[config.mk]
export PLATFORM = sky130hd
export DESIGN_NAME = alu_uart_interface
export DESIGN_NICKNAME = d
export VERILOG_FILES = /design/src/rtl/alu_uart_interface_pkg.sv /design/src/rtl/alu_uart_interface.sv
export SDC_FILE = /design/constraint.sdc
export NUM_CORES = 1
export LEC_CHECK = 0
export CAP_MARGIN = 20
export CORE_UTILIZATION = 39
export CTS_CLUSTER_DIAMETER = 200
export DETAILED_ROUTE_END_ITERATION = 10
export PLACE_DENSITY = 0.8
export SKIP_CTS_REPAIR_TIMING = 1
export SYNTH_ARGS = -nofsm -noshare
export SYNTH_HDL_FRONTEND = slang
export SYNTH_SLANG_ARGS = --single-unit
export TNS_END_PERCENT = 5
[constraint.sdc]
create_clock -name i_clk -period 1.4 [get_ports i_clk]
set_input_delay 0.21 -clock i_clk [delete_from_list [all_inputs] [get_ports i_clk]]
set_output_delay 0.21 -clock i_clk [all_outputs]
set_load 0.05 [all_outputs]
[src/rtl/alu_uart_interface_pkg.sv]
// Shared constants for the UART-driven ALU command sequencer: ALU opcodes
// and sequencer state encodings.
package alu_uart_interface_pkg;

    localparam logic [5:0] OP_ADD = 6'b100000;
    localparam logic [5:0] OP_SUB = 6'b100010;
    localparam logic [5:0] OP_AND = 6'b100100;
    localparam logic [5:0] OP_OR  = 6'b100101;
    localparam logic [5:0] OP_XOR = 6'b100110;
    localparam logic [5:0] OP_SRA = 6'b000011;
    localparam logic [5:0] OP_SRL = 6'b000010;
    localparam logic [5:0] OP_NOR = 6'b100111;

    localparam logic [2:0] ST_WAIT_A  = 3'd0;
    localparam logic [2:0] ST_WAIT_B  = 3'd1;
    localparam logic [2:0] ST_WAIT_OP = 3'd2;
    localparam logic [2:0] ST_EXEC    = 3'd3;
    localparam logic [2:0] ST_SEND    = 3'd4;
    localparam logic [2:0] ST_WAIT_TX = 3'd5;

    function automatic logic state_is_busy(input logic [2:0] st);
        return (st == ST_EXEC) || (st == ST_SEND) || (st == ST_WAIT_TX);
    endfunction

endpackage

[src/rtl/alu_uart_interface.sv]
// Collects A, B, OP bytes from the UART receiver, drives the ALU, and hands
// the captured result to the UART transmitter with a one-cycle start pulse.
module alu_uart_interface
    import alu_uart_interface_pkg::*;
#(
    parameter int DATA_SIZE = 8,
    parameter int OP_SIZE   = 6
) (
    input  logic                 i_clk,
    input  logic                 i_reset,
    input  logic [DATA_SIZE-1:0] i_rx_data,
    input  logic                 i_rx_done,
    input  logic                 i_tx_done,
    input  logic [DATA_SIZE-1:0] i_alu_result,
    output logic [DATA_SIZE-1:0] o_alu_a,
    output logic [DATA_SIZE-1:0] o_alu_b,
    output logic [OP_SIZE-1:0]   o_alu_op,
    output logic [DATA_SIZE-1:0] o_tx_data,
    output logic                 o_tx_start,
    output logic                 o_busy
);

    logic [2:0]           state_q, state_d;
    logic [DATA_SIZE-1:0] alu_a_q, alu_a_d;
    logic [DATA_SIZE-1:0] alu_b_q, alu_b_d;
    logic [OP_SIZE-1:0]   alu_op_q, alu_op_d;
    logic [DATA_SIZE-1:0] tx_data_q, tx_data_d;
    logic                 tx_start_q, tx_start_d;
    logic                 busy_q, busy_d;

    // Next-state and datapath selection; bytes arriving outside the WAIT_* states are dropped.
    always_comb begin
        state_d   = state_q;
        alu_a_d   = alu_a_q;
        alu_b_d   = alu_b_q;
        alu_op_d  = alu_op_q;
        tx_data_d = tx_data_q;
        case (state_q)
            ST_WAIT_A: begin
                if (i_rx_done) begin
                    alu_a_d = i_rx_data;
                    state_d = ST_WAIT_B;
                end else begin
                    state_d = ST_WAIT_A;
                end
            end
            ST_WAIT_B: begin
                if (i_rx_done) begin
                    alu_b_d = i_rx_data;
                    state_d = ST_WAIT_OP;
                end else begin
                    state_d = ST_WAIT_B;
                end
            end
            ST_WAIT_OP: begin
                if (i_rx_done) begin
                    alu_op_d = i_rx_data[OP_SIZE-1:0];
                    state_d  = ST_EXEC;
                end else begin
                    state_d = ST_WAIT_OP;
                end
            end
            ST_EXEC: begin
                tx_data_d = i_alu_result;
                state_d   = ST_SEND;
            end
            ST_SEND: begin
                state_d = ST_WAIT_TX;
            end
            ST_WAIT_TX: begin
                if (i_tx_done) begin
                    state_d = ST_WAIT_A;
                end else begin
                    state_d = ST_WAIT_TX;
                end
            end
            default: begin
                state_d = ST_WAIT_A;
            end
        endcase
        // Status outputs are derived from the upcoming state so they stay registered yet aligned.
        tx_start_d = (state_d == ST_SEND);
        busy_d     = state_is_busy(state_d);
    end

    // State and output registers with asynchronous clear.
    always_ff @(posedge i_clk or posedge i_reset) begin
        if (i_reset) begin
            state_q    <= ST_WAIT_A;
            alu_a_q    <= '0;
            alu_b_q    <= '0;
            alu_op_q   <= '0;
            tx_data_q  <= '0;
            tx_start_q <= 1'b0;
            busy_q     <= 1'b0;
        end else begin
            state_q    <= state_d;
            alu_a_q    <= alu_a_d;
            alu_b_q    <= alu_b_d;
            alu_op_q   <= alu_op_d;
            tx_data_q  <= tx_data_d;
            tx_start_q <= tx_start_d;
            busy_q     <= busy_d;
        end
    end

    assign o_alu_a    = alu_a_q;
    assign o_alu_b    = alu_b_q;
    assign o_alu_op   = alu_op_q;
    assign o_tx_data  = tx_data_q;
    assign o_tx_start = tx_start_q;
    assign o_busy     = busy_q;

endmodule

==> qor.txt <==
Max Cap Violations: 0
post-synth net total: 107
initial core utilization: 0.409
Mapped Cells: 87
Max Slew Vio Count: 0
post-synthesis register bit count: 35
GRT overflow: 0
final non-filler cell total: 197
Die Ht: 61.1 microns
TritonRoute pass-1 iters: 4
Synth area leader: dfrtp_1
WP data required: 1.63 ns
Tmin final: 1.40 ns
# rows: 21
Setup Crit Path Kind: reg2reg
Seq/Total Area, Yosys: 0.642
Achievable Freq: 713 MHz
endpoint type of the worst setup path: flip-flop
Post-Syn Area per Cell: 15.7 sq um
failing checks: negative setup slack
Setup WS post-layout: -0.00307 ns
routed vias/inst: 4.76
hold crit path type: in2async
FF/Latch Area: 878 sq um
n_diodes: 0
maximum fanout along the worst path: 8
RSZ-0062 raised after global routing: true
Post-DRT Antenna Nets: 0
CTS Buffer Depth: 2
largest net degree at the start of global routing: 36
DRT Wirelength: 3180 microns
DP HPWL: 2450 microns
Top-Level Pins: 52
routed via count: 937
Port Buffers: 51
vias in the first global route: 999
synth unique cells: 18
crit start category: flip-flop
Multi-input gate area: 495 sq um
outcome: finished with violations
Clock Latency Late Sink: 0.34 ns
Clk pin slew, worst setup/hold paths: 0.10 ns
CTS tree: done
worst-margin pin slew: 0.283 ns
Slew HR: 0.811
Finish-stage setup viols: 1
Post-route DRC: 0
Period Utilization, post-route: 1.00
first-pass GRT wire length: 4920 microns
Final GP Congestion: 0.752
clock skew: 0.00611 ns
Root Driver: clkbuf_4
placed cell count: 187
Mapped Area: 1360 sq um
GRT Overall Usage: 0.196
fillers: 223
main area contributors after synthesis: dfrtp_1 64%, mux2_2 25%, nor2_4 1.7%, nand2b_1 1.4%, nor3_4 1.2%
r2r worst-path depth: 3
Final #Nets: 171
DR WL/cell: 16.1 microns
initial antenna violation count: 0
cts bufs inserted: 5
CORE AREA: 3340 sq um
final-report hold violation count: 0
Yosys top cell area share: 0.642
clk sink count: 35
share of cells above drive strength 1: 0.563
Die Span X: 61.1 microns
crit path DAT: 1.63 ns
number of DRC violations after detailed-routing iteration 0: 23
synth warn: 0
H-tree depth: 2
die area: 3740 sq um
area grow syn2layout: 76.2%
## state kept, by name, indices dropped and copies added (netlist names)
signal,cells
o_alu_a,8
o_alu_b,8
o_alu_op,6
o_busy,1
o_tx_data,8
o_tx_start,1
state_q,3
## cell usage after synthesis
master and count:
nand2_2 1, or3_1 1, a21o_1 1, nand2_1 2, inv_1 2, and2b_1 1
nand3b_1 1, a21oi_1 2, nor2_1 1, nand2b_1 3, mux2_2 30, o21ai_0 1
buf_2 1, dfrtp_1 35, nor3_1 1, nor3_4 1, nand2b_4 1, nor2_4 2
## kinds of logic after synthesis
group / count (synthesis) / share of synthesized area
muxes: 30 / 0.248
AOI/OAI and AO/OA: 4 / 0.0165
buffers and inverters: 3 / 0.00917
and+or+nand+nor: 15 / 0.0844
DFF: 35 / 0.642
## worst max-delay path: stages (launching register included)
cell	delay, ns
dfrtp_2	0.48
nand2b_4	0.17
nor2_4	0.26
mux2_2	0.37
## routing by layer
metal | global-route usage | vias up | routed length [microns]
met3 | 0.0672 | 7 | 138
li1 | - | 430 | -
met4 | 0.114 | 0 | 80
met1 | 0.214 | 474 | 1170
met2 | 0.331 | 26 | 1800
met5 | 0 | - | 0
## per-stage QoR
step	area (sq um)	utilization	worst slack [ns]	setup TNS (ns)	hold slack [ns]
after floorplan	1360	-	0.0730	0	0.348
after global placement	2300	0.690	-0.208	-4.19	0.479
after detailed placement	2300	0.690	-0.233	-4.86	0.494
after CTS	2360	0.707	-0.0421	-0.443	0.198
after global routing	2400	0.720	-0.0504	-0.524	0.208
final	2400	0.720	-0.00307	-0.00307	0.202
## area by class of cell
class,instances,area share
clock buffers,6,0.0213
clock inverters,1,0.00208
inverters,2,0.00312
multi-input cells,49,0.206
flip-flops and latches,35,0.365
well taps,46,0.0239
repair buffers,58,0.378
## placed cells by master (no fill, tap or decap), drive strengths merged, types with 2 or more instances in the layout
cell type and n:
a21oi 2, buf 39, clkbuf 6, clkdlybuf4s50 19, dfrtp 35, inv 2, mux2 30, nand2 3
nand2b 4, nor2 3, nor3 2
## final timing paths
kind,start,endpoint,slack (ns)
worst max-delay path,state_q[1]$_DFF_PP0_,o_alu_b[7]$_DFFE_PP0P_,-0.003
worst min-delay path,i_reset,o_tx_data[5]$_DFFE_PP0N_,0.20
worst max register to register,state_q[1]$_DFF_PP0_,o_alu_b[7]$_DFFE_PP0P_,-0.003
worst min register to register,o_tx_data[2]$_DFFE_PP0N_,o_tx_data[2]$_DFFE_PP0N_,0.58
max in group asynchronous,i_reset,state_q[1]$_DFF_PP0_,1.01
min in group i_clk,i_alu_result[2],o_tx_data[2]$_DFFE_PP0N_,0.48
Power is not shown: default switching activity piles up to over one toggle a cycle in this logic, so the estimate is an artifact.
